--- src/rtl/tusca_clima_fd_pkg.sv ---
// tusca_pkg: shared constants and helpers for the TUSCA climate datapath.
// Samples/limits are {integer byte, tenths byte}, so plain unsigned compares order them correctly.
package tusca_pkg;
   localparam logic [63:0] LIM_RST = '1;
   localparam int ADDR_LIM_TEMP0 = 0;
   function automatic int lw(input int nlevels);
      return $clog2(nlevels + 1);
   endfunction
   function automatic int addr_lim_umidade(input int nlevels);
      return nlevels;
   endfunction
endpackage

--- src/rtl/tusca_clima_fd_if.sv ---
// tusca_clima_fd_if: sample, config and actuator signals of the climate datapath.
interface tusca_clima_fd_if #(parameter int W = 16, parameter int NLEVELS = 4);
   localparam int AW = tusca_pkg::lw(NLEVELS);
   logic sample_valid;
   logic [W-1:0] temp;
   logic [W-1:0] umidade;
   logic cfg_we;
   logic [AW-1:0] cfg_addr;
   logic [W-1:0] cfg_data;
   logic [AW-1:0] nivel;
   logic pwm_ventoinha;
   logic rele;
   logic cfg_err;
   modport master(output sample_valid, temp, umidade, cfg_we, cfg_addr, cfg_data,
                  input nivel, pwm_ventoinha, rele, cfg_err);
   modport slave(input sample_valid, temp, umidade, cfg_we, cfg_addr, cfg_data,
                 output nivel, pwm_ventoinha, rele, cfg_err);
endinterface

--- src/rtl/tusca_clima_fd_pwm_rampa.sv ---
// pwm_rampa: fixed-period PWM whose duty slews toward target only at period boundaries.
module pwm_rampa #(
   parameter int PERIOD = 100,
   parameter int RAMP_STEP = 5,
   localparam int DW = $clog2(PERIOD + 1)
) (
   input  logic clock,
   input  logic reset,
   input  logic [DW-1:0] target,
   output logic pwm_out,
   output logic [DW-1:0] duty_cur
);
   logic [DW-1:0] pcnt, up, dn, nxt;
   logic last;
   always_comb begin
      last = pcnt == DW'(PERIOD - 1);
      up = target - duty_cur;
      dn = duty_cur - target;
      nxt = target > duty_cur ? (int'(up) > RAMP_STEP ? duty_cur + DW'(RAMP_STEP) : target)
                              : (int'(dn) > RAMP_STEP ? duty_cur - DW'(RAMP_STEP) : target);
   end
   always_ff @(posedge clock or negedge reset)
      if (!reset) begin
         pcnt <= '0;
         duty_cur <= '0;
         pwm_out <= 1'b0;
      end else begin
         pwm_out <= pcnt < duty_cur;
         pcnt <= last ? '0 : pcnt + 1'b1;
         duty_cur <= last ? nxt : duty_cur;
      end
endmodule

--- src/rtl/tusca_clima_fd.sv ---
// tusca_clima_fd: debounced temperature level, ramped fan PWM and held humidity relay.
module tusca_clima_fd import tusca_pkg::*; #(
   parameter int W = 16,
   parameter int NLEVELS = 4,
   parameter int DWELL = 3,
   parameter int PWM_PERIOD = 100,
   parameter int RAMP_STEP = 5,
   parameter int MIN_HOLD = 1000
) (
   input logic clock,
   input logic reset,
   tusca_clima_fd_if.slave bus
);
   localparam int LW = lw(NLEVELS);
   localparam int CW = $clog2(DWELL + 1);
   localparam int HW = $clog2(MIN_HOLD + 1);
   localparam int DW = $clog2(PWM_PERIOD + 1);
   logic [W-1:0] s_temp, s_umidade, lim_umidade;
   logic [W-1:0] lim_temp [NLEVELS];
   logic [LW-1:0] nivel, cand, raw_level;
   logic [CW-1:0] cnt;
   logic [HW-1:0] hold;
   logic [DW-1:0] target, duty_unused;
   logic eval_v, mono_err, req, rele, cfg_err;
   always_comb begin
      raw_level = '0;
      mono_err = 1'b0;
      for (int k = 0; k < NLEVELS; k++) raw_level = raw_level + LW'(s_temp >= lim_temp[k]);
      for (int k = 1; k < NLEVELS; k++) mono_err = mono_err | (lim_temp[k-1] > lim_temp[k]);
      req = s_umidade > lim_umidade;
   end
   assign target = DW'(int'(nivel) * PWM_PERIOD / NLEVELS);
   always_ff @(posedge clock or negedge reset)
      if (!reset) begin
         s_temp <= '0;
         s_umidade <= '0;
         eval_v <= 1'b0;
         for (int k = 0; k < NLEVELS; k++) lim_temp[k] <= LIM_RST[W-1:0];
         lim_umidade <= LIM_RST[W-1:0];
         nivel <= '0;
         cand <= '0;
         cnt <= '0;
         hold <= '0;
         rele <= 1'b0;
         cfg_err <= 1'b0;
      end else begin
         eval_v <= bus.sample_valid;
         if (bus.sample_valid) begin
            s_temp <= bus.temp;
            s_umidade <= bus.umidade;
         end
         for (int k = 0; k < NLEVELS; k++)
            if (bus.cfg_we && bus.cfg_addr == LW'(ADDR_LIM_TEMP0 + k)) lim_temp[k] <= bus.cfg_data;
         if (bus.cfg_we && bus.cfg_addr == LW'(addr_lim_umidade(NLEVELS))) lim_umidade <= bus.cfg_data;
         cfg_err <= mono_err;
         // A new level must be seen DWELL samples in a row; returning to nivel restarts the count
         if (eval_v) begin
            if (raw_level == nivel) cnt <= '0;
            else if (raw_level == cand) begin
               if (int'(cnt) + 1 >= DWELL) begin
                  nivel <= raw_level;
                  cnt <= '0;
               end else cnt <= cnt + 1'b1;
            end else begin
               cand <= raw_level;
               cnt <= CW'(1);
               if (DWELL == 1) nivel <= raw_level;
            end
         end
         if (req != rele && hold == HW'(MIN_HOLD)) begin
            rele <= req;
            hold <= '0;
         end else if (hold != HW'(MIN_HOLD)) hold <= hold + 1'b1;
      end
   pwm_rampa #(.PERIOD(PWM_PERIOD), .RAMP_STEP(RAMP_STEP)) u_pwm (
      .clock(clock),
      .reset(reset),
      .target(target),
      .pwm_out(bus.pwm_ventoinha),
      .duty_cur(duty_unused)
   );
   assign bus.nivel = nivel;
   assign bus.rele = rele;
   assign bus.cfg_err = cfg_err;
endmodule
--- src/flat_wrapper.sv ---
// flat-port wrapper written by rule: the top's interface ports become plain ports
module tusca_clima_fd_flat import tusca_pkg::*;
#(
   parameter int W = 16,
   parameter int NLEVELS = 4,
   parameter int DWELL = 3,
   parameter int PWM_PERIOD = 100,
   parameter int RAMP_STEP = 5,
   parameter int MIN_HOLD = 1000
)
  (clock, reset, bus_sample_valid, bus_temp, bus_umidade, bus_cfg_we, bus_cfg_addr, bus_cfg_data, bus_nivel, bus_pwm_ventoinha, bus_rele, bus_cfg_err);
  tusca_clima_fd_if #(.W(W), .NLEVELS(NLEVELS)) bus_i ();
  input logic clock;
  input logic reset;
  input wire logic [$bits(bus_i.sample_valid)-1:0] bus_sample_valid;
  input wire logic [$bits(bus_i.temp)-1:0] bus_temp;
  input wire logic [$bits(bus_i.umidade)-1:0] bus_umidade;
  input wire logic [$bits(bus_i.cfg_we)-1:0] bus_cfg_we;
  input wire logic [$bits(bus_i.cfg_addr)-1:0] bus_cfg_addr;
  input wire logic [$bits(bus_i.cfg_data)-1:0] bus_cfg_data;
  output wire logic [$bits(bus_i.nivel)-1:0] bus_nivel;
  output wire logic [$bits(bus_i.pwm_ventoinha)-1:0] bus_pwm_ventoinha;
  output wire logic [$bits(bus_i.rele)-1:0] bus_rele;
  output wire logic [$bits(bus_i.cfg_err)-1:0] bus_cfg_err;
  assign bus_i.sample_valid = bus_sample_valid;
  assign bus_i.temp = bus_temp;
  assign bus_i.umidade = bus_umidade;
  assign bus_i.cfg_we = bus_cfg_we;
  assign bus_i.cfg_addr = bus_cfg_addr;
  assign bus_i.cfg_data = bus_cfg_data;
  assign bus_nivel = bus_i.nivel;
  assign bus_pwm_ventoinha = bus_i.pwm_ventoinha;
  assign bus_rele = bus_i.rele;
  assign bus_cfg_err = bus_i.cfg_err;
  tusca_clima_fd #(.W(W), .NLEVELS(NLEVELS), .DWELL(DWELL), .PWM_PERIOD(PWM_PERIOD), .RAMP_STEP(RAMP_STEP), .MIN_HOLD(MIN_HOLD)) u_core (.clock(clock), .reset(reset), .bus(bus_i));
endmodule
--- config.mk ---
export PLATFORM = sky130hd
export DESIGN_NAME = tusca_clima_fd_flat
export DESIGN_NICKNAME = d
export VERILOG_FILES = /design/src/rtl/tusca_clima_fd_pkg.sv /design/src/rtl/tusca_clima_fd_if.sv /design/src/rtl/tusca_clima_fd_pwm_rampa.sv /design/src/rtl/tusca_clima_fd.sv /design/src/flat_wrapper.sv
export SDC_FILE = /design/constraint.sdc
export NUM_CORES = 1
export LEC_CHECK = 0
export CORE_UTILIZATION = 55
export CTS_CLUSTER_DIAMETER = 200
export DETAILED_ROUTE_END_ITERATION = 6
export GPL_TIMING_DRIVEN = 0
export PLACE_DENSITY = 0.77
export SYNTH_ARGS = -nofsm -noshare
export SYNTH_HDL_FRONTEND = slang
export SYNTH_SLANG_ARGS = --single-unit
--- constraint.sdc ---
create_clock -name clock -period 8.82 [get_ports clock]
set_clock_uncertainty 0.1 [all_clocks]
set_input_delay 1.764 -clock clock [delete_from_list [all_inputs] [get_ports clock]]
set_output_delay 1.764 -clock clock [all_outputs]
set_load 0.05 [all_outputs]
==> flow_summary.yaml, run 1 <==
yosys:
  synth_area_sq_um: 9990
  post-synth-top-area-fraction_pct: 21.0
  yosysSeqAreaShare_pct: 38.1
  ys_warn_count: 0
  synth.area.top_cells: "dfstp_2 (21%), ha_1 (20%), dfrtp_1 (17%)"
  syn_area_per_cell_sq_um: 9.74
  synth_edf_count: 0
  synth-main-ff-cell: "dfstp_2"
  netlist-cell-type-count: 64
  syn-num-nets: 1241
  ys_seq_elements: 148
  yosysTopAreaCell: "dfstp_2"
  syn-instance-count: 1026
  async_flop_share_pct: 100
clock_network:
  clock_latency_ns: 0.43
  ctsResizeCount: 0
  postCtsSetupBuffers: 0
  cts_buffers: 17
  clk_pin_slew_ns: 0.06
  clock-sinks: 148
  cts_hold_buffers: 0
  htreeDepth: 4
  root_buffer: "clkbuf_16"
  clockBufferDepth: 2
  cts_tree: "done"
timing:
  finalSetupTns_ns: 0
  relSlewSlack_pct: 27.3
  hold_ws_ns: 0.380
  fin_crit_sh_pct: 53.1
  worst_pin_slew_ns: 1.08
  timing.final.ws_setup_ns: 4.14
  hold_viol_final: 0
  finalMaxSlewViolations: 0
  layout_min_cycle_time_ns: 4.68
  setup_viol: 0
  fmax_ghz: 0.214
  rsz0062_at_grt: "no"
flow_run:
  drv_cap: 0
worst_setup_path:
  worstReg2RegEnd: "u_core.bus.nivel[1]$_DFFE_PN0P_"
  regToRegStartpoint: "u_core.s_temp[0]$_DFFE_PN0P_"
  cp_data_required_time_ns: 8.99
  critPathCaptureType: "flop"
  r2r_cells: 19
  cp.arrival_ns: 4.85
  crit_type: "reg2reg"
  worstSetupStartpointType: "flop"
  rrSetupSlack_ns: 4.14
  cp_max_fo: 7
finish:
  syn_to_final_growth_pct: 15.1
  fin_nets: 1321
  final_area_sq_um: 11500
  antenna-diode-count: 0
  seq_area_sq_um: 3800
  num-fill-cells: 1377
  fin_util_pct: 65.6
  layout-drive-gt1-share_pct: 16.1
  final_cells: 1344
  multi_input_area_sq_um: 5680
grt:
  grt_pass1_wl_mm: 38.5
  grt_pass1_vias: 7796
  grt_usage_pct: 26.9
  grt-ovfl-total: 0
  grt_max_degree: 94
  antenna_found_initial: 0
place:
  gp_congestion: 0.887
  placedInstanceArea_sq_um: 10900
  portBuffers: 60
  placedCellCount: 1312
  hpwl_mm: 17.5
  place_ws_ns: 4.16
drt:
  drc_errors: 0
  drt_iter0_drc: 597
  via_per_inst: 5.83
  ant_nets: 0
  drt-total-wl_mm: 23.3
  drt_pre_antenna_iters: 5
  vias: 7830
  wire_per_inst_um: 17.3
min_path:
  holdPathStages: 1
  hp-class: "reg2reg"
  hold_end: "u_core.cnt[0]$_DFFE_PN0P_"
  hold_start: "u_core.eval_v$_DFF_PN0_"
power_and_ir_drop:
  peakVddDrop_v: 0.000210
  leakage_nw: 5.17
  p_per_area_nw_per_um2: 259
  total_power_mw: 2.98
floorplan:
  die_area_sq_um: 18700
  die_w_um: 137
  rows: 48
  fp.dieH_um: 137
  core_sq_um: 17500
  ios: 61
  start_util_pct: 57.0
status:
  status: "completed"
==> state kept, by name, summed over array words and instances, names as in the netlist <==
register,cells
u_core.s_temp,16
u_core.cand,3
u_core.hold,10
u_core.cnt,2
u_core.u_pwm.pcnt,7
u_core.bus.nivel,3
u_core.s_umidade,16
u_core.u_pwm.duty_cur,7
u_core.bus.rele,1
u_core.lim_temp,64
u_core.lim_umidade,16
u_core.bus.cfg_err,1
u_core.u_pwm.pwm_out,1
u_core.eval_v,1
==> final cells by class <==
type                    instances  share of cell area (%)
clock buffers                  24                    4.56
well taps                     225                    2.45
repair buffers                 61                    5.47
multi-input cells             743                    49.4
flip-flops and latches        148                    33.1
clock inverters                 8                   0.609
inverters                     106                    3.46
plain buffers                  29                    1.03
==> layout by cell type (no fill, tap or decap), types with 6 or more instances in the layout <==
| cell type | netlist | layout |
|---|---|---|
| a211oi_1 | 6 | 6 |
| a21o_1 | 42 | 42 |
| a21oi_1 | 48 | 48 |
| clkbuf_1 | 25 | 27 |
| clkbuf_16 | 0 | 19 |
| clkdlybuf4s50_1 | 0 | 59 |
| dfrtp_1 | 68 | 68 |
| dfstp_2 | 80 | 80 |
| ha_1 | 157 | 157 |
| inv_1 | 106 | 106 |
| mux2_2 | 49 | 49 |
| nand2_1 | 99 | 99 |
| nand2b_1 | 8 | 8 |
| nand3_1 | 19 | 19 |
| nand4_1 | 21 | 21 |
| nor2_1 | 33 | 33 |
| nor2b_1 | 14 | 14 |
| nor3_1 | 14 | 14 |
| o211ai_1 | 6 | 6 |
| o21a_1 | 10 | 10 |
| o21ai_0 | 112 | 112 |
| or2_2 | 6 | 6 |
| xnor2_1 | 19 | 19 |
| xor2_1 | 11 | 11 |
==> worst max-delay path by stage <==
stage,start,slack (ns),endpoint,cells after the start
global route,u_core.s_temp[0]$_DFFE_PN0P_,3.79,u_core.bus.nivel[1]$_DFFE_PN0P_,19
floorplan,u_core.lim_temp[32]$_DFFE_PN1P_,4.77,u_core.cand[1]$_DFFE_PN0P_,16
CTS,u_core.s_temp[0]$_DFFE_PN0P_,4.09,u_core.bus.nivel[1]$_DFFE_PN0P_,19
detailed placement,u_core.s_temp[0]$_DFFE_PN0P_,4.16,u_core.bus.nivel[1]$_DFFE_PN0P_,19
finish,u_core.s_temp[0]$_DFFE_PN0P_,4.14,u_core.bus.nivel[1]$_DFFE_PN0P_,19
global placement,reset,-0.05,u_core.u_pwm.duty_cur[4]$_DFFE_PN0N_,1
==> worst max-delay path: stages (launching register included) <==
cell,delay [ns]
dfrtp_1,0.36
inv_1,0.17
ha_1,0.26
nand2b_1,0.14
a21o_1,0.18
a21o_1,0.18
a21o_1,0.17
a21oi_1,0.17
o21ai_0,0.15
a21o_1,0.19
ha_1,0.30
inv_1,0.06
fa_1,0.38
inv_1,0.06
ha_1,0.29
xor2_1,0.17
o31ai_1,0.72
nor3_1,0.25
nand2_1,0.13
o21ai_0,0.09
==> Yosys cell counts, types with 2 or more instances <==
| library cell | n |
|---|---|
| nand4_1 | 21 |
| nor4_1 | 3 |
| xor2_1 | 11 |
| or3_1 | 2 |
| dfstp_2 | 80 |
| xnor2_1 | 19 |
| ha_1 | 157 |
| nor2_1 | 33 |
| nor3_1 | 14 |
| a211oi_1 | 6 |
| o211ai_1 | 6 |
| o21a_1 | 10 |
| a31oi_1 | 3 |
| o21ai_0 | 112 |
| nand2b_1 | 8 |
| o221ai_1 | 5 |
| o22ai_1 | 5 |
| mux2i_1 | 2 |
| fa_1 | 3 |
| a211o_1 | 2 |
| o311ai_0 | 2 |
| mux2_2 | 49 |
| o31ai_1 | 5 |
| or2_2 | 6 |
| nand2_1 | 99 |
| inv_1 | 106 |
| o311a_1 | 2 |
| and3b_1 | 3 |
| o41a_1 | 2 |
| a21oi_1 | 48 |
| nand3_1 | 19 |
| nor2b_1 | 14 |
| nor3b_1 | 4 |
| or4_1 | 3 |
| clkbuf_1 | 25 |
| a21o_1 | 42 |
| dfrtp_1 | 68 |
==> kinds of logic (layout without fill, tap and decap cells) <==
logic type | after synthesis | after routing | share of synthesized area (%)
adder cells (fa/ha/maj) | 160 | 160 | 20.3
XOR/XNOR | 30 | 30 | 2.63
AND/OR/NAND/NOR | 235 | 235 | 11.3
buffers and inverters | 135 | 228 | 5.17
flip-flops | 148 | 148 | 38.1
AO/OA/AOI/OAI | 267 | 267 | 16.8
multiplexers | 51 | 51 | 5.72
==> power breakdown <==
| group | internal, mW | switching, mW | leakage [nW] |
|---|---|---|---|
| clock | 0.442 | 0.285 | 0.292 |
| sequential | 0.845 | 0.0825 | 1.68 |
| combinational | 0.554 | 0.768 | 3.20 |
| total | 1.84 | 1.14 | 5.17 |
==> layer usage <==
layer  share of wire (%)  global-route usage, %
met1                  47                   36.2
met2                  47                   44.4
met3                 3.4                   4.70
met4                 1.8                   7.33
met5                   0                      0
(Power assumes the default switching activity.)
==> run 2: changes to the inputs <==
- clock period: 8.82 -> 4.7 ns (I/O delays scaled with it)
==> run 2 against run 1 <==
Flip-flop and latch count is the same. Critical endpoint is now u_core.cand[2]$_DFFE_PN0P_. Sequential power is 88% higher. Combinational power grew 90%. Fmax increased by 9.6%. Critical path type unchanged. Total power is 89% higher. Cell count unchanged.
==> flow_summary.yaml, run 2 (synthesis results as in run 1) <==
timing:
  rsz0062_at_grt: "no"
  finalMaxSlewViolations: 0
  setup_viol: 0
  hold_viol_final: 0
  timing.final.ws_setup_ns: 0.427
  hold_ws_ns: 0.382
  fmax_ghz: 0.234
  worst_pin_slew_ns: 1.07
  layout_min_cycle_time_ns: 4.27
  finalSetupTns_ns: 0
  fin_crit_sh_pct: 90.9
  relSlewSlack_pct: 27.9
grt:
  grt_max_degree: 94
  grt_pass1_vias: 7799
  antenna_found_initial: 0
  grt_usage_pct: 26.9
  grt-ovfl-total: 0
  grt_pass1_wl_mm: 38.5
worst_setup_path:
  cp.depth: 17
  cp_data_required_time_ns: 4.90
  rrSetupSlack_ns: 0.43
  crit_top_cell: "a21o_1"
  critPathCapture: "u_core.cand[2]$_DFFE_PN0P_"
  crit_family: "compound AO/OA/AOI/OAI gates"
  cp_slowest_cell: "o31ai_4"
  critPathMaxStageDelay_ns: 0.40
  cp-startpoint: "u_core.s_temp[0]$_DFFE_PN0P_"
  crit_type: "reg2reg"
  crit_path_cell_trace: "inv_1 -> ha_1 -> nand2b_1 -> a21o_1 -> a21o_1 -> a21o_1 -> a21oi_1 -> o21ai_0 -> a21o_1 -> ha_1 -> inv_1 -> fa_1 -> inv_1 -> ha_1 -> xor2_1 -> o31ai_4 -> mux2_2"
  path_buf_inv: 3
  r2r_cells: 17
  cp.arrival_ns: 4.48
  critPathCaptureType: "flop"
  worstSetupStartpointType: "flop"
  regToRegStartpoint: "u_core.s_temp[0]$_DFFE_PN0P_"
  cp_max_fo: 7
  worstReg2RegEnd: "u_core.cand[2]$_DFFE_PN0P_"
finish:
  final_cells: 1344
  layout_common_cells: "ha_1 (157), o21ai_0 (112), inv_1 (106), nand2_1 (99), dfstp_2 (80)"
  fin_nets: 1321
  largest_register_ffs: 64
  syn_to_final_growth_pct: 15.3
  top_register: "u_core.lim_temp"
  layout-drive-gt1-share_pct: 16.3
  layout_commonest_cell: "ha_1"
  antenna-diode-count: 0
  final_area_sq_um: 11500
  fin_util_pct: 65.7
  num-fill-cells: 1372
clock_network:
  clockBufferDepth: 2
  clock-sinks: 148
  clock_latency_ns: 0.43
  cts_tree: "done"
  cts_hold_buffers: 0
  clk_pin_slew_ns: 0.06
  htreeDepth: 4
  root_buffer: "clkbuf_16"
  cts_buffers: 17
place:
  place_ws_ns: 0.0403
  placedInstanceArea_sq_um: 10900
  placedCellCount: 1312
  hpwl_mm: 17.5
  portBuffers: 60
  gp_congestion: 0.887
floorplan:
  rows: 48
  core_sq_um: 17500
  ios: 61
  start_util_pct: 57.0
  fp.dieH_um: 137
  die_w_um: 137
  die_area_sq_um: 18700
drt:
  vias: 7876
  via_per_inst: 5.86
  drt_iter0_drc: 620
  drc_errors: 0
  ant_nets: 0
  drt-total-wl_mm: 23.3
  drt_pre_antenna_iters: 5
  wire_per_inst_um: 17.3
status:
  status: "completed"
power_and_ir_drop:
  leakage_nw: 5.17
  peakVddDrop_v: 0.000397
  p_per_area_nw_per_um2: 487
  total_power_mw: 5.62
flow_run:
  drv_cap: 0
min_path:
  hp-class: "in2async"
==> run 2: cell type report <==
type / instances / area [sq um] / share of cell area [%]
buffer: 29 / 119 / 1.03
clock buffer: 24 / 524 / 4.55
clock inverter: 8 / 70.1 / 0.608
inverter: 106 / 398 / 3.45
multi-input combinational: 743 / 5700 / 49.4
sequential: 148 / 3800 / 33.0
tap: 225 / 282 / 2.44
timing repair buffer: 61 / 629 / 5.46
==> run 2: how the worst min path moves through the flow <==
stage	slack (ns)	end	start	depth (start not counted)
6_report	0.38	u_core.s_temp[5]$_DFFE_PN0P_	reset	1
5_1_grt	0.39	u_core.s_temp[5]$_DFFE_PN0P_	reset	1
4_1_cts	0.39	u_core.s_temp[1]$_DFFE_PN0P_	reset	1
3_5_place_dp	0.37	u_core.cnt[0]$_DFFE_PN0P_	u_core.eval_v$_DFF_PN0_	1
3_3_place_gp	0.37	u_core.cnt[0]$_DFFE_PN0P_	u_core.eval_v$_DFF_PN0_	1
2_1_floorplan	0.35	u_core.u_pwm.pcnt[0]$_DFF_PN0_	u_core.u_pwm.pcnt[0]$_DFF_PN0_	1
==> run 2: timing repair <==
action | 4_1_cts | 5_1_grt
setup endpoints to repair | 2 | 3
hold endpoints to repair | 0 | 0
setup buffers | 0 | 0
gates resized for setup | 1 | 2
==> run 2: power breakdown <==
group	switching, mW	internal, mW	leakage, nW
Sequential	0.154	1.59	1.68
Clock	0.535	0.830	0.292
Combinational	1.46	1.05	3.20
Total	2.15	3.47	5.17
==> run 2: layer usage <==
layer	GRT usage, %	vias up	wire length, um	part of all wire [%]
met4	7.33	0	417	1.8
met3	4.70	45	990	4.2
met5	0	-	0	0
li1	-	3799	-	-
met1	36.2	3805	10800	46
met2	44.4	227	11100	48
==> run 3: changes to the inputs <==
- GPL_ROUTABILITY_DRIVEN: default -> 0
==> run 3 against run 2 <==
Utilization rose by 0.057 points. Cell count barely moved. Sequential power barely moved. Sequential share of layout area barely moved. Largest cell class unchanged. Largest power group unchanged.
==> flow_summary.yaml, run 3 (synthesis results as in run 1) <==
clock_network:
  clk_pin_slew_ns: 0.06
  postCtsSetupBuffers: 0
  cts_buffers: 17
  clock-sinks: 148
  cts_tree: "done"
  root_buffer: "clkbuf_16"
  htreeDepth: 4
  clockBufferDepth: 2
  clock_latency_ns: 0.43
  ctsResizeCount: 0
  cts_hold_buffers: 0
min_path:
  hp-class: "in2async"
finish:
  antenna-diode-count: 0
  fin_nets: 1322
  top_register: "u_core.lim_temp"
  layout_common_cells: "ha_1 (157), o21ai_0 (112), inv_1 (106), nand2_1 (99), dfstp_2 (80)"
  layout-drive-gt1-share_pct: 16.3
  syn_to_final_growth_pct: 15.4
  layout_commonest_cell: "ha_1"
  largest_register_ffs: 64
  final_cells: 1345
floorplan:
  rows: 48
  ios: 61
  start_util_pct: 57.0
  die_w_um: 137
  fp.dieH_um: 137
  die_area_sq_um: 18700
  core_sq_um: 17500
grt:
  grt_pass1_wl_mm: 37.9
  grt.met2_usage_pct: 43.0
  grt_pass1_vias: 7646
  globalRoute.busiestLayer: "met2"
  grt_max_degree: 102
  use_met3_pct: 3.56
  antenna_found_initial: 0
  grt_usage_pct: 26.4
  grt-ovfl-total: 0
  grtUsageMet1_pct: 36.3
drt:
  ant_nets: 0
  drt_pre_antenna_iters: 5
  drt_iter0_drc: 688
  drc_errors: 0
  vias: 7826
  drt-total-wl_mm: 23.0
  wire_per_inst_um: 17.1
  via_per_inst: 5.82
power_and_ir_drop:
  peakVddDrop_v: 0.000408
  pwr-share-clk_pct: 25.1
  p_per_area_nw_per_um2: 490
  switching_power_mw: 2.15
  leakage_nw: 5.18
  power_switching_share_pct: 38.1
  total_power_mw: 5.65
  internal_power_mw: 3.50
  p_seq_share_pct: 30.8
  combPwrFrac_pct: 44.1
timing:
  fin_crit_sh_pct: 91.8
  hold_ws_ns: 0.353
  finalSetupTns_ns: 0
  hold_viol_final: 0
  setup_viol: 0
  finalMaxSlewViolations: 0
  worst_pin_slew_ns: 0.951
  relSlewSlack_pct: 35.8
  layout_min_cycle_time_ns: 4.32
  fmax_ghz: 0.232
  timing.final.ws_setup_ns: 0.385
worst_setup_path:
  critPathCaptureType: "flop"
  rrSetupSlack_ns: 0.38
  cp_slowest_cell: "nor3_1"
  worstReg2RegEnd: "u_core.bus.nivel[0]$_DFFE_PN0P_"
  critPathMaxStageDelay_ns: 0.43
  regToRegStartpoint: "u_core.s_temp[0]$_DFFE_PN0P_"
  crit_type: "reg2reg"
  cp.arrival_ns: 4.57
  r2r_cells: 19
  crit_path_cell_trace: "inv_1 -> ha_1 -> nand2b_1 -> a21o_1 -> a21o_1 -> a21o_1 -> a21oi_1 -> o21ai_0 -> a21o_1 -> ha_1 -> inv_1 -> fa_1 -> inv_1 -> ha_1 -> xor2_1 -> o31ai_4 -> nor3_1 -> nor2_1 -> a21oi_1"
  cp_data_required_time_ns: 4.96
  worstSetupStartpointType: "flop"
  crit_top_cell: "a21o_1"
  cp_max_fo: 7
place:
  hpwl_mm: 17.3
  portBuffers: 60
  place_ws_ns: 0.0534
  placedCellCount: 1312
status:
  status: "completed"
flow_run:
  drv_cap: 0
## run 3: cell types whose count changed in the layout (fill, tap and decap cells not counted), sizes merged
cell      previous run  this run
clkinvlp             2         3
bufinv               1         3
clkinv               5         7
clkbuf              50        46
## run 3: area by class of cell
type                       instances  area [sq um]
buffer                            29           119
timing repair buffer              62           634
fill                            1392          6000
clock inverter                    13           158
clock buffer                      19           453
tap                              225           282
sequential                       148          3800
multi-input combinational        743          5690
inverter                         106           398
## run 3: routing by layer
layer | wire (um) | share of wire, %
met1 | 10900 | 47
met3 | 921 | 4.0
met2 | 10700 | 47
met5 | 0 | 0
met4 | 411 | 1.8
## run 3: critical path, delay by kind of cell (launching register included)
kind	cells	cell delay, ns
AO/OA/AOI/OAI	8	1.33
adder cells (fa/ha/maj)	4	1.25
AND/OR/NAND/NOR	3	0.66
flip-flops	1	0.36
buffers and inverters	3	0.31
XOR/XNOR	1	0.25
## run 3: stage by stage
stage	cell area, sq um	utilization, %
global placement	10900	62.0
detailed placement	10900	62.2
global route	11500	65.8
finish	11500	65.8
floorplan	9990	-
CTS	11500	65.7
## run 3: worst max path at each step
stage	startpoint	end	slack, ns
after floorplan	u_core.lim_temp[32]$_DFFE_PN1P_	u_core.cand[1]$_DFFE_PN0P_	0.65
after global placement	reset	u_core.u_pwm.duty_cur[4]$_DFFE_PN0N_	-3.32
after detailed placement	u_core.s_temp[0]$_DFFE_PN0P_	u_core.bus.nivel[0]$_DFFE_PN0P_	0.05
after CTS	u_core.s_temp[0]$_DFFE_PN0P_	u_core.bus.nivel[0]$_DFFE_PN0P_	0.03
after global routing	u_core.s_temp[0]$_DFFE_PN0P_	u_core.bus.nivel[2]$_DFFE_PN0P_	-0.003
final	u_core.s_temp[0]$_DFFE_PN0P_	u_core.bus.nivel[0]$_DFFE_PN0P_	0.38
## run 3: power by group through the flow
| stage | Combinational [mW] | Sequential [mW] | Clock [mW] |
|---|---|---|---|
| 6_report | 2.49 | 1.74 | 1.41 |
| 5_1_grt | 2.80 | 1.76 | 1.47 |
| 4_1_cts | 2.44 | 1.74 | 1.43 |
| 3_5_place_dp | 2.41 | 1.76 | 0 |
| 3_3_place_gp | 2.32 | 1.75 | 0 |
| 2_1_floorplan | 1.78 | 1.75 | 0 |
